==> config.mk <==
export PLATFORM = sky130hd
export DESIGN_NAME = token_fifo_flat
export DESIGN_NICKNAME = d
export VERILOG_FILES = /design/src/rtl/token_fifo_if.sv /design/src/rtl/token_fifo.sv /design/src/flat_wrapper.sv
export SDC_FILE = /design/constraint.sdc
export NUM_CORES = 1
export LEC_CHECK = 0
export BUFFER_PORTS_ARGS = -buffer_cell sky130_fd_sc_hd__buf_4
export CORE_ASPECT_RATIO = 1.75
export CORE_MARGIN = 3
export CORE_UTILIZATION = 61
export DETAILED_ROUTE_END_ITERATION = 8
export PLACE_DENSITY = 0.77
export SLEW_MARGIN = 20
export SYNTH_ARGS = -nofsm -noshare
export SYNTH_HDL_FRONTEND = slang
export SYNTH_SLANG_ARGS = --single-unit
==> constraint.sdc <==
create_clock -name clk -period 3.1 [get_ports clk]
set_clock_uncertainty 0.1 [all_clocks]
set_input_delay 0.31 -clock clk [delete_from_list [all_inputs] [get_ports clk]]
set_output_delay 0.31 -clock clk [all_outputs]
set_load 0.005 [all_outputs]
==> src/rtl/token_fifo_if.sv <==
// token_fifo_if
//   Groups the lexer-side push strobe and the consumer-side valid/ready
//   handshake of token_fifo, plus its debug status outputs.
//   Signals:
//     i_valid, i_data : token strobe and 16-bit token {kind, value} from the lexer
//     o_valid, o_ready, o_data : first-word-fall-through head with handshake
//     level, hwm, ovf : fill level, high-water mark, sticky overflow
//   Modports:
//     slave  : the FIFO itself
//     master : the environment driving tokens in and consuming them
interface token_fifo_if #(
  parameter int DEPTH_LOG2 = 4
);
  logic                  i_valid;
  logic [15:0]           i_data;
  logic                  o_valid;
  logic                  o_ready;
  logic [15:0]           o_data;
  logic [DEPTH_LOG2:0]   level;
  logic [DEPTH_LOG2:0]   hwm;
  logic                  ovf;

  modport slave (
    input  i_valid, i_data, o_ready,
    output o_valid, o_data, level, hwm, ovf
  );

  modport master (
    output i_valid, i_data, o_ready,
    input  o_valid, o_data, level, hwm, ovf
  );
endinterface

==> src/rtl/token_fifo.sv <==
// token_fifo
//   Token buffer downstream of the lexer. Captures every token the lexer
//   emits (the lexer cannot be stalled), presents them first-word-fall-through
//   with a valid/ready handshake, and reports fill level, high-water mark and
//   a sticky overflow flag.
//   Ports:
//     clk   : single rising-edge clock
//     rst_n : asynchronous active-low reset
//     clr   : synchronous flush, clears contents, hwm and ovf
//     bus   : token_fifo_if slave modport (tokens in, handshake out, status)
module token_fifo #(
  parameter int DEPTH_LOG2 = 4
) (
  input  logic         clk,
  input  logic         rst_n,
  input  logic         clr,
  token_fifo_if.slave  bus
);

  localparam int DEPTH = 1 << DEPTH_LOG2;
  localparam logic [DEPTH_LOG2:0] DEPTH_CNT = (DEPTH_LOG2 + 1)'(DEPTH);

  logic [15:0]           mem [DEPTH];
  logic [DEPTH_LOG2-1:0] wp;
  logic [DEPTH_LOG2-1:0] rp;
  logic [DEPTH_LOG2:0]   cnt;
  logic [DEPTH_LOG2:0]   cnt_next;
  logic [DEPTH_LOG2:0]   hwm_q;
  logic                  ovf_q;
  logic                  full;
  logic                  pop;
  logic                  push;

  // A full FIFO still accepts a token when the head leaves in the same
  // cycle, so push qualification depends on pop.
  always_comb begin
    full = (cnt == DEPTH_CNT);
    pop  = (cnt != '0) && bus.o_ready;
    push = bus.i_valid && (!full || pop);
  end

  // Next fill count; a simultaneous push and pop cancel out.
  always_comb begin
    cnt_next = cnt;
    if (push && !pop) begin
      cnt_next = cnt + 1'b1;
    end else if (pop && !push) begin
      cnt_next = cnt - 1'b1;
    end
  end

  // Pointers, count and debug status. clr wins over any push/pop in the
  // same cycle and never flags the discarded token as an overflow.
  always_ff @(posedge clk or negedge rst_n) begin
    if (!rst_n) begin
      wp    <= '0;
      rp    <= '0;
      cnt   <= '0;
      hwm_q <= '0;
      ovf_q <= 1'b0;
    end else if (clr) begin
      wp    <= '0;
      rp    <= '0;
      cnt   <= '0;
      hwm_q <= '0;
      ovf_q <= 1'b0;
    end else begin
      if (push) begin
        wp <= wp + 1'b1;
      end
      if (pop) begin
        rp <= rp + 1'b1;
      end
      cnt <= cnt_next;
      if (cnt_next > hwm_q) begin
        hwm_q <= cnt_next;
      end
      if (bus.i_valid && !push) begin
        ovf_q <= 1'b1;
      end
    end
  end

  // Storage is deliberately not reset; the count alone says what is valid.
  always_ff @(posedge clk) begin
    if (push && !clr) begin
      mem[wp] <= bus.i_data;
    end
  end

  assign bus.o_data  = mem[rp];
  assign bus.o_valid = (cnt != '0);
  assign bus.level   = cnt;
  assign bus.hwm     = hwm_q;
  assign bus.ovf     = ovf_q;

endmodule
==> src/flat_wrapper.sv <==
// flat-port wrapper written by rule: the top's interface ports become plain ports
module token_fifo_flat 
#(
  parameter int DEPTH_LOG2 = 4
)
  (clk, rst_n, clr, bus_i_valid, bus_i_data, bus_o_ready, bus_o_valid, bus_o_data, bus_level, bus_hwm, bus_ovf);
  token_fifo_if #(.DEPTH_LOG2(DEPTH_LOG2)) bus_i ();
  input  logic clk;
  input  logic rst_n;
  input  logic clr;
  input wire logic [$bits(bus_i.i_valid)-1:0] bus_i_valid;
  input wire logic [$bits(bus_i.i_data)-1:0] bus_i_data;
  input wire logic [$bits(bus_i.o_ready)-1:0] bus_o_ready;
  output wire logic [$bits(bus_i.o_valid)-1:0] bus_o_valid;
  output wire logic [$bits(bus_i.o_data)-1:0] bus_o_data;
  output wire logic [$bits(bus_i.level)-1:0] bus_level;
  output wire logic [$bits(bus_i.hwm)-1:0] bus_hwm;
  output wire logic [$bits(bus_i.ovf)-1:0] bus_ovf;
  assign bus_i.i_valid = bus_i_valid;
  assign bus_i.i_data = bus_i_data;
  assign bus_i.o_ready = bus_o_ready;
  assign bus_o_valid = bus_i.o_valid;
  assign bus_o_data = bus_i.o_data;
  assign bus_level = bus_i.level;
  assign bus_hwm = bus_i.hwm;
  assign bus_ovf = bus_i.ovf;
  token_fifo #(.DEPTH_LOG2(DEPTH_LOG2)) u_core (.clk(clk), .rst_n(rst_n), .clr(clr), .bus(bus_i));
endmodule
### Yosys cells after proc, flatten, opt, wreduce, memory -nomap -nowiden

Memories as Yosys holds them, arrays and structs flattened.
Index checks and enable logic that the tools add are counted.

* input bits: 21
* register bits after elaboration: 19
* memories kept: 1
* RAM bits: 256
* output and inout bits: 28

Memory list
* u_core.mem: words 16, width 16, read ports 1, clocked after Yosys merged registers in 0, wr ports 1, RTL line token_fifo.sv:23 `logic [15:0] mem [DEPTH];`

* multiplexer cells: 13
* eq/ne operators: 1
* add/subtract/negate cells: 4
* reduce and logical (&&, ||, !) cells: 16
* $lt $le $gt $ge: 1

Operators with widths (number)
* 2-to-1 mux 5 bit: 5
* 2-to-1 mux 4 bit: 4
* adder 4 x 1 -> 4 bit (second input constant): 2
* nonzero test 2 bit: 4
* logical AND 1 bit: 6
* adder 5 x 1 -> 5 bit (second input constant): 1
* equality test 5 bit (second input constant): 1
* > comparator 5 bit: 1
* nonzero test 5 bit: 1
* subtractor 5 x 1 -> 5 bit (second input constant): 1
* zero test 1 bit: 4
* 2-to-1 mux 1 bit: 4
* logical OR 1 bit: 1

### Longest topological paths before layout

Gate-level depths: netlist (run 1).

* depth in word-level cells: 11
* mapped depth: 13
* depth with buffers taken out: 13

### Worst setup path after synthesis (run 1)

No wires, ideal clock.

* path kind: reg-to-reg
* start point: register u_core.cnt[1], in the netlist u_core.bus.level[1]
* end point: register u_core.hwm_q[0], in the netlist u_core.bus.hwm[0]
* stages on the path, launching flop included: 14
* arrival: 2.590 ns
* library setup time: 0.066 ns
* slack: 0.344 ns
* data required time: 2.934 ns
* period minus slack after synthesis: 2.756 ns
* cell sequence: dfrtp_1 inv_1 ha_1 nor4b_4 inv_2 maj3_2 o211ai_2 o21ai_2 ha_1 nor2b_1 o21ai_0 a32oi_1 nor2b_1 a22o_1

* word-level cells in the longest chain between the ends: 10
* elaborated cells between the ends (all ways): 18

Ends and longest elaborated chain
* start, declared: RTL line token_fifo.sv:26 `logic [DEPTH_LOG2:0] cnt;`
* start signal, assigned: RTL line token_fifo.sv:74 `cnt <= cnt_next;`
* nonzero test 5 bit *
* named net bus_o_valid: RTL line flat_wrapper.sv:14 `output wire logic [$bits(bus_i.o_valid)-1:0] bus_o_valid;`
* logical AND 1 bit *: RTL line token_fifo.sv:38 `pop = (cnt != '0) && bus.o_ready;`
* logical OR 1 bit: RTL line token_fifo.sv:39 `push = bus.i_valid && (!full || pop);`
* logical AND 1 bit: RTL line token_fifo.sv:39
* zero test 1 bit: RTL line token_fifo.sv:47 `end else if (pop && !push) begin`
* logical AND 1 bit: RTL line token_fifo.sv:47
* 2-to-1 mux 5 bit: RTL line token_fifo.sv:47
* 2-to-1 mux 5 bit *: RTL line token_fifo.sv:45 `if (push && !pop) begin`
* > comparator 5 bit or 2-to-1 mux 5 bit (tied branches): RTL line token_fifo.sv:75 `if (cnt_next > hwm_q) begin`
* nonzero test 2 bit (no line) or 2-to-1 mux 5 bit (tied branches)
* end signal, assigned: RTL line token_fifo.sv:76 `hwm_q <= cnt_next;`
* end, declared: RTL line token_fifo.sv:28 `logic [DEPTH_LOG2:0] hwm_q;`

The timed path passes the listed nets; every way through them passes the cells marked *. The select of a mux whose other input is x is not followed.
A chain may end at the register's enable or synchronous reset.

### Final worst setup path (run 1)

* start point: register u_core.cnt[0], in the netlist u_core.bus.level[0]
* end point: register u_core.hwm_q[3], in the netlist u_core.bus.hwm[3]

* word-level cells in the longest chain between the ends: 10
* elaborated cells between the ends (all ways): 18

Ends and longest elaborated chain (RTL line)
* equality test 5 bit or nonzero test 5 bit (tied branches): token_fifo.sv:37, token_fifo.sv:38
* zero test 1 bit or logical AND 1 bit (tied branches): token_fifo.sv:39, token_fifo.sv:38
* logical OR 1 bit: token_fifo.sv:39
* logical AND 1 bit: token_fifo.sv:39
* zero test 1 bit: token_fifo.sv:47
* logical AND 1 bit: token_fifo.sv:47
* 2-to-1 mux 5 bit: token_fifo.sv:47
* 2-to-1 mux 5 bit *: token_fifo.sv:45
* > comparator 5 bit or 2-to-1 mux 5 bit (tied branches): token_fifo.sv:75
* nonzero test 2 bit (no line) or 2-to-1 mux 5 bit (tied branches)

Mark *: on every way between the ends. The rest lies on a longest branch, timed or not. The select of a mux whose other input is x is not followed.

==> results.json, run 1 <==
{
  "numPortBuffers": 48,
  "min_from": "bus_i_data[4]",
  "multi_input_area_um2": 2686,
  "drt-pass1-iter-count": 5,
  "synth_nets": 541,
  "start_util_pct": 62.54,
  "cp_data_arrival_time_ns": 3.42,
  "overflow": 0,
  "start_kind": "register",
  "place.gp.congestion": 0.8398,
  "cts_buffers": 23,
  "layout-drive-gt1-share_pct": 36.08,
  "max_slew_margin_pct": 25.61,
  "synth_area_um2": 11020,
  "grt_pass1_vias": 5796,
  "hold_viol": 0,
  "htreeDepth": 1,
  "rr_worst_depth": 13,
  "register_area_um2": 8170,
  "power_density_nw_per_um2": 700.9,
  "wl_um": 22700,
  "worst-path-buf-inv": 2,
  "area_growth_pct": 16.23,
  "ant_nets": 0,
  "vdd_drop_max_v": 0.0006745,
  "grtUsageTotal_pct": 23.86,
  "synth_seq_cells": 275,
  "crit_chain": "inv_2 > ha_4 > nor4b_4 > inv_2 > maj3_2 > o211ai_2 > o21ai_2 > ha_1 > nor2b_1 > o21ai_1 > a32oi_2 > nor2b_4 > a22o_1",
  "fin_cells": 863,
  "static-leakage-power_nw": 4.269,
  "drc": 0,
  "synth_cell_type_count": 44,
  "min_period_over_period_pct": 99.33,
  "crit_top_cell": "inv_2",
  "critPathKind": "register to register",
  "reg2reg_slack_ns": 0.02,
  "crit_family": "adder cells",
  "clk_latency_ns": 0.50,
  "fin_util_pct": 72.68,
  "pin_count": 49,
  "drv_slew": 0,
  "cts.sinks": 275,
  "cts_tree": "built",
  "seq_area_frac_synth_pct": 74.09,
  "ys.flop_type": "edfxtp_1",
  "wl_per_cell_um": 26.30,
  "dieHeight_um": 183.8,
  "synth_edf_count": 256,
  "post_dp_cell_area_um2": 11850,
  "die-area_um2": 19770,
  "yosysWarningCount": 0,
  "final_nets": 649,
  "path_clk_slew_ns": 0.07,
  "cpMaxStageDelayCell": "dfrtp_2",
  "fmax_mhz": 324.7,
  "first_iter_violations": 411,
  "r2r-start": "u_core.bus.level[0]$_DFF_PN0_",
  "rows": 64,
  "grt_pass1_wl_um": 34260,
  "period_minus_slack_ns": 3.079,
  "die_x_um": 107.6,
  "synth.area.top_cells": "edfxtp_1, mux4_2, dfrtp_1",
  "hold_ws_ns": 0.01249,
  "clockRootBuffer": "clkbuf_16",
  "grt_max_degree": 56,
  "num_vias": 5437,
  "yosysTopAreaCell": "edfxtp_1",
  "coreArea_um2": 17620,
  "max-cap-violations": 0,
  "min_path_type": "input port to register",
  "synth_top_area_share_pct": 69.78,
  "required_ns": 3.44,
  "whs_path_depth": 1,
  "status": "finished clean",
  "dpl.cell_count": 804,
  "totalPowerFinal_mw": 8.975,
  "r2r-end": "u_core.bus.hwm[3]$_DFFE_PN0P_",
  "setup_viol": 0,
  "drt-vias-per-instance": 6.300,
  "antenna_found_initial": 0,
  "critPathLaunch": "u_core.bus.level[0]$_DFF_PN0_",
  "grt_setup_unrepaired": "true",
  "async_reset_ff_share_pct": 6.909,
  "critPathCaptureType": "register",
  "design_area_um2": 12800,
  "crit_fanout": 6,
  "hold_end": "u_core.mem[13][4]$_DFFE_PP_",
  "dpl.hpwl_um": 13740,
  "syn-mean-instance-area_um2": 21.69,
  "final.fill_count": 1005,
  "syn_inst": 508,
  "diodes": 0,
  "clockBufferDepth": 3,
  "slowest_delay_ns": 0.44,
  "tightest_slew_ns": 1.116
}
## repair_timing
action	CTS	global route
setup endpoints to repair	6	5
pin swaps	0	5
buffers inserted	0	10
resized for setup	2	14
endpoints found under the hold margin	108	0
hold buffers	8	0
## worst max path at each step
stage / end / slack, ns / cells after the start
floorplan: u_core.bus.hwm[0]$_DFFE_PN0P_ / 0.34 / 13
global route: u_core.bus.hwm[3]$_DFFE_PN0P_ / -0.14 / 13
detailed placement: u_core.bus.hwm[2]$_DFFE_PN0P_ / -0.06 / 11
CTS: u_core.bus.hwm[3]$_DFFE_PN0P_ / 0.005 / 11
global placement: u_core.bus.hwm[0]$_DFFE_PN0P_ / 0.18 / 11
finish: u_core.bus.hwm[3]$_DFFE_PN0P_ / 0.02 / 13
## metal layers
metal / up-vias / track usage (%) / routed length, um
met3: 68 / 3.374 / 1228
met4: 0 / 9.100 / 976
li1: 2321 / - / -
met5: - / 0 / 0
met1: 2834 / 31.43 / 8238
met2: 214 / 40.83 / 12260
## cell usage after synthesis, types with 4 or more instances
| cell | number |
|---|---|
| dfrtp_1 | 19 |
| mux4_1 | 13 |
| inv_1 | 12 |
| clkbuf_1 | 6 |
| xor2_1 | 4 |
| buf_2 | 6 |
| nor2b_1 | 7 |
| nor2_1 | 32 |
| a22o_1 | 5 |
| nand2_1 | 12 |
| mux4_2 | 67 |
| ha_1 | 12 |
| edfxtp_1 | 256 |
| a21oi_1 | 9 |
## cell usage in the layout, fill, tap and decap left out, drive strengths merged, types with 11 or more instances in the layout
cell | Yosys | final
clkinv | 0 | 11
dfrtp | 19 | 19
inv | 13 | 13
mux4 | 80 | 80
clkbuf | 6 | 25
nor2 | 32 | 32
edfxtp | 256 | 256
nand2 | 12 | 12
buf | 16 | 98
ha | 12 | 12
## kinds of logic (layout without fill, tap and decap cells)
logic type | Yosys count | count (layout) | share of synthesized area [%]
flops | 275 | 275 | 74.09
mux | 80 | 80 | 16.80
simple gates | 68 | 68 | 3.066
buf+inv | 36 | 160 | 2.192
compound gates | 29 | 29 | 1.828
fa+ha+maj | 13 | 13 | 1.465
xor+xnor | 7 | 7 | 0.5565
## final cells by class
type                       count  share of cell area, %
sequential                   275                  63.81
tap                          231                  2.257
inverter                      13                 0.3811
timing repair buffer         106                  6.791
multi-input combinational    197                  20.98
clock buffer                  25                  4.553
clock inverter                16                  1.231
## flip-flops by register name, indices dropped and copies added (netlist names)
signal / count
u_core.bus.hwm: 5
u_core.bus.level: 5
u_core.bus.ovf: 1
u_core.mem: 256
u_core.rp: 4
u_core.wp: 4
## through the flow
stage               setup WS [ns]  setup TNS [ns]
global route              -0.1371         -0.5029
floorplan                  0.3441               0
detailed placement       -0.05558         -0.2356
finish                    0.02064               0
global placement           0.1788               0
CTS                      0.005410               0
## where the power goes
group          switching [mW]  internal [mW]  total, mW
Combinational           0.840           1.08       1.92
Sequential             0.0992           4.12       4.22
Clock                    1.22           1.61       2.83
Power figures use the tool's default switching activity.
==> run 2, diff against run 1 <==
- CORE_UTILIZATION: 61 -> 40
- PLACE_DENSITY: 0.77 -> 0.54
- RECOVER_POWER: not set -> 25
==> run 2 against run 1 <==
- maximum frequency is 1.7% higher
- die area increased by 50%
- first-iteration DRC count fell by 6.1%
- clock power grew 4%
- setup slack better by 0.052 ns
- utilization is 24 points lower
- cell count grew 16%
- count of clock-buffer cells in the layout up 7
- sequential share of layout area is 1.0 points lower
- highest routed layer unchanged
==> results.json, run 2 (synthesis results as in run 1) <==
{
  "max_slew_margin_pct": 22.38,
  "pin_count": 49,
  "start_util_pct": 40.98,
  "cpMaxStageDelayCell": "dfrtp_2",
  "final_cell_mix": "edfxtp_1, buf_4, mux4_2, clkbuf_16, clkbuf_1",
  "worst-path-buf-inv": 2,
  "status": "finished clean",
  "met1_usage_pct": 19.77,
  "layout-drive-gt1-share_pct": 33.49,
  "crit_fanout": 6,
  "path_clk_slew_ns": 0.07,
  "grt_util_met3_pct": 2.055,
  "diodes": 0,
  "wl_um": 23620,
  "drt-pass1-iter-count": 4,
  "rows": 79,
  "area_growth_pct": 18.09,
  "wl_per_cell_um": 23.62,
  "num_vias": 5347,
  "cts_tree": "built",
  "setup_viol": 0,
  "grt_pass1_wl_um": 36090,
  "overflow": 0,
  "required_ns": 3.40,
  "dieHeight_um": 225.5,
  "max-cap-violations": 0,
  "htreeDepth": 1,
  "drv_slew": 0,
  "grt_max_degree": 29,
  "grtUsageTotal_pct": 16.14,
  "cts_buffers": 24,
  "period_minus_slack_ns": 3.027,
  "hold_ws_ns": 0.02972,
  "tightest_slew_ns": 1.164,
  "cts.sinks": 275,
  "clk_latency_ns": 0.52,
  "start_kind": "register",
  "crit_family": "adder cells",
  "design_area_um2": 13010,
  "dpl.hpwl_um": 14810,
  "largest-register": "u_core.mem",
  "static-leakage-power_nw": 4.246,
  "coreArea_um2": 26890,
  "largest_reg_flops": 256,
  "drc": 0,
  "cp_data_arrival_time_ns": 3.33,
  "die-area_um2": 29650,
  "hold_viol": 0,
  "post_dp_cell_area_um2": 12040,
  "r2r-start": "u_core.bus.level[0]$_DFF_PN0_",
  "grt_most_used_layer": "met2",
  "vdd_drop_max_v": 0.0004178,
  "min_period_over_period_pct": 97.64,
  "fmax_mhz": 330.4,
  "antenna_found_initial": 0,
  "ant_nets": 0,
  "min_from": "bus_o_ready",
  "final_nets": 652,
  "power_density_nw_per_um2": 697.5,
  "met2_usage_pct": 29.69,
  "grt_pass1_vias": 5864,
  "critPathLaunch": "u_core.bus.level[0]$_DFF_PN0_",
  "crit_chain": "inv_1 > ha_2 > nor4b_4 > inv_2 > maj3_2 > o211ai_2 > o21ai_2 > ha_1 > nor2b_1 > o21ai_0 > a32oi_2 > nor2_2 > a22o_1",
  "finalSetupTns_ns": 0,
  "layout_commonest_cell": "edfxtp_1",
  "dpl.cell_count": 936,
  "fin_cells": 1000,
  "min_path_type": "input port to register",
  "critPathCaptureType": "register",
  "clockBufferDepth": 3,
  "totalPowerFinal_mw": 9.075,
  "clockRootBuffer": "clkbuf_16",
  "drt-vias-per-instance": 5.347,
  "numPortBuffers": 48,
  "slowest_delay_ns": 0.45,
  "critPathKind": "register to register",
  "first_iter_violations": 386,
  "die_x_um": 131.5,
  "place.gp.congestion": 0.7814
}
run 2: cell types whose count changed in the layout (fill, tap and decap cells not counted), moves of 2 or more:
cell | before | now
nor2_2 | 10 | 17
dlygate4sd3_1 | 8 | 15
buf_12 | 4 | 6
clkbuf_1 | 2 | 19
clkbuf_16 | 23 | 25
clkinvlp_4 | 2 | 0
buf_4 | 93 | 73
nor2_1 | 21 | 15
inv_1 | 10 | 12
inv_2 | 3 | 1
run 2: worst min-delay path, delay by kind of cell:
kind | cells | cell delay (ns)
and+or+nand+nor | 1 | 0.09
AOI/OAI and AO/OA | 1 | 0.06
buffers and inverters | 1 | 0.16
run 2: layout make-up:
cell class	instances	area (um^2)
Fill cell	2256	13880
Multi-Input combinational cell	197	2689
Tap cell	364	455.4
Inverter	13	48.80
Timing Repair Buffer	108	882.1
Clock inverter	11	103.9
Clock buffer	32	661.9
Sequential cell	275	8169
run 2: path summary, 6_finish.rpt:
check,endpoint,slack (ns),depth (start not counted)
max,u_core.bus.hwm[4]$_DFFE_PN0P_,0.07,13
min,u_core.rp[1]$_DFFE_PN0P_,0.03,3
max reg2reg,u_core.bus.hwm[4]$_DFFE_PN0P_,0.07,13
max in group asynchronous,u_core.rp[0]$_DFFE_PN0P_,1.66,2
min in group asynchronous,u_core.rp[2]$_DFFE_PN0P_,0.42,2
min reg2reg,u_core.bus.ovf$_DFFE_PN0P_,0.42,2
run 2: power breakdown:
part           leakage (nW)  internal (mW)  total (mW)  switching, mW
sequential             2.56           4.12        4.21         0.0853
combinational          1.31           1.07        1.93          0.862
clock                 0.377           1.67        2.93           1.27
total                  4.25           6.86        9.07           2.21
run 2: per-layer routing:
metal  wire, um  part of all wire, %
met5          0                    0
met3        898                  3.8
met1       9245                   39
met2      12960                   55
met4        509                  2.2
run 2: metrics by stage:
step	setup slack, ns	util (%)
3_3_place_gp	0.1924	44.78
4_1_cts	0.07157	48.39
6_report	0.07303	48.39
5_1_grt	-0.06056	48.39
2_1_floorplan	0.3441	-
3_5_place_dp	0.003268	44.78
run 2: repair_timing:
| item | in CTS | in global routing |
|---|---|---|
| hold buffers | 15 | 0 |
| buffers inserted | 4 | 2 |
| resized for setup | 1 | 9 |
| endpoints found under the hold margin | 222 | 0 |
| pin swaps | 0 | 2 |
| setup endpoints to repair | 18 | 5 |
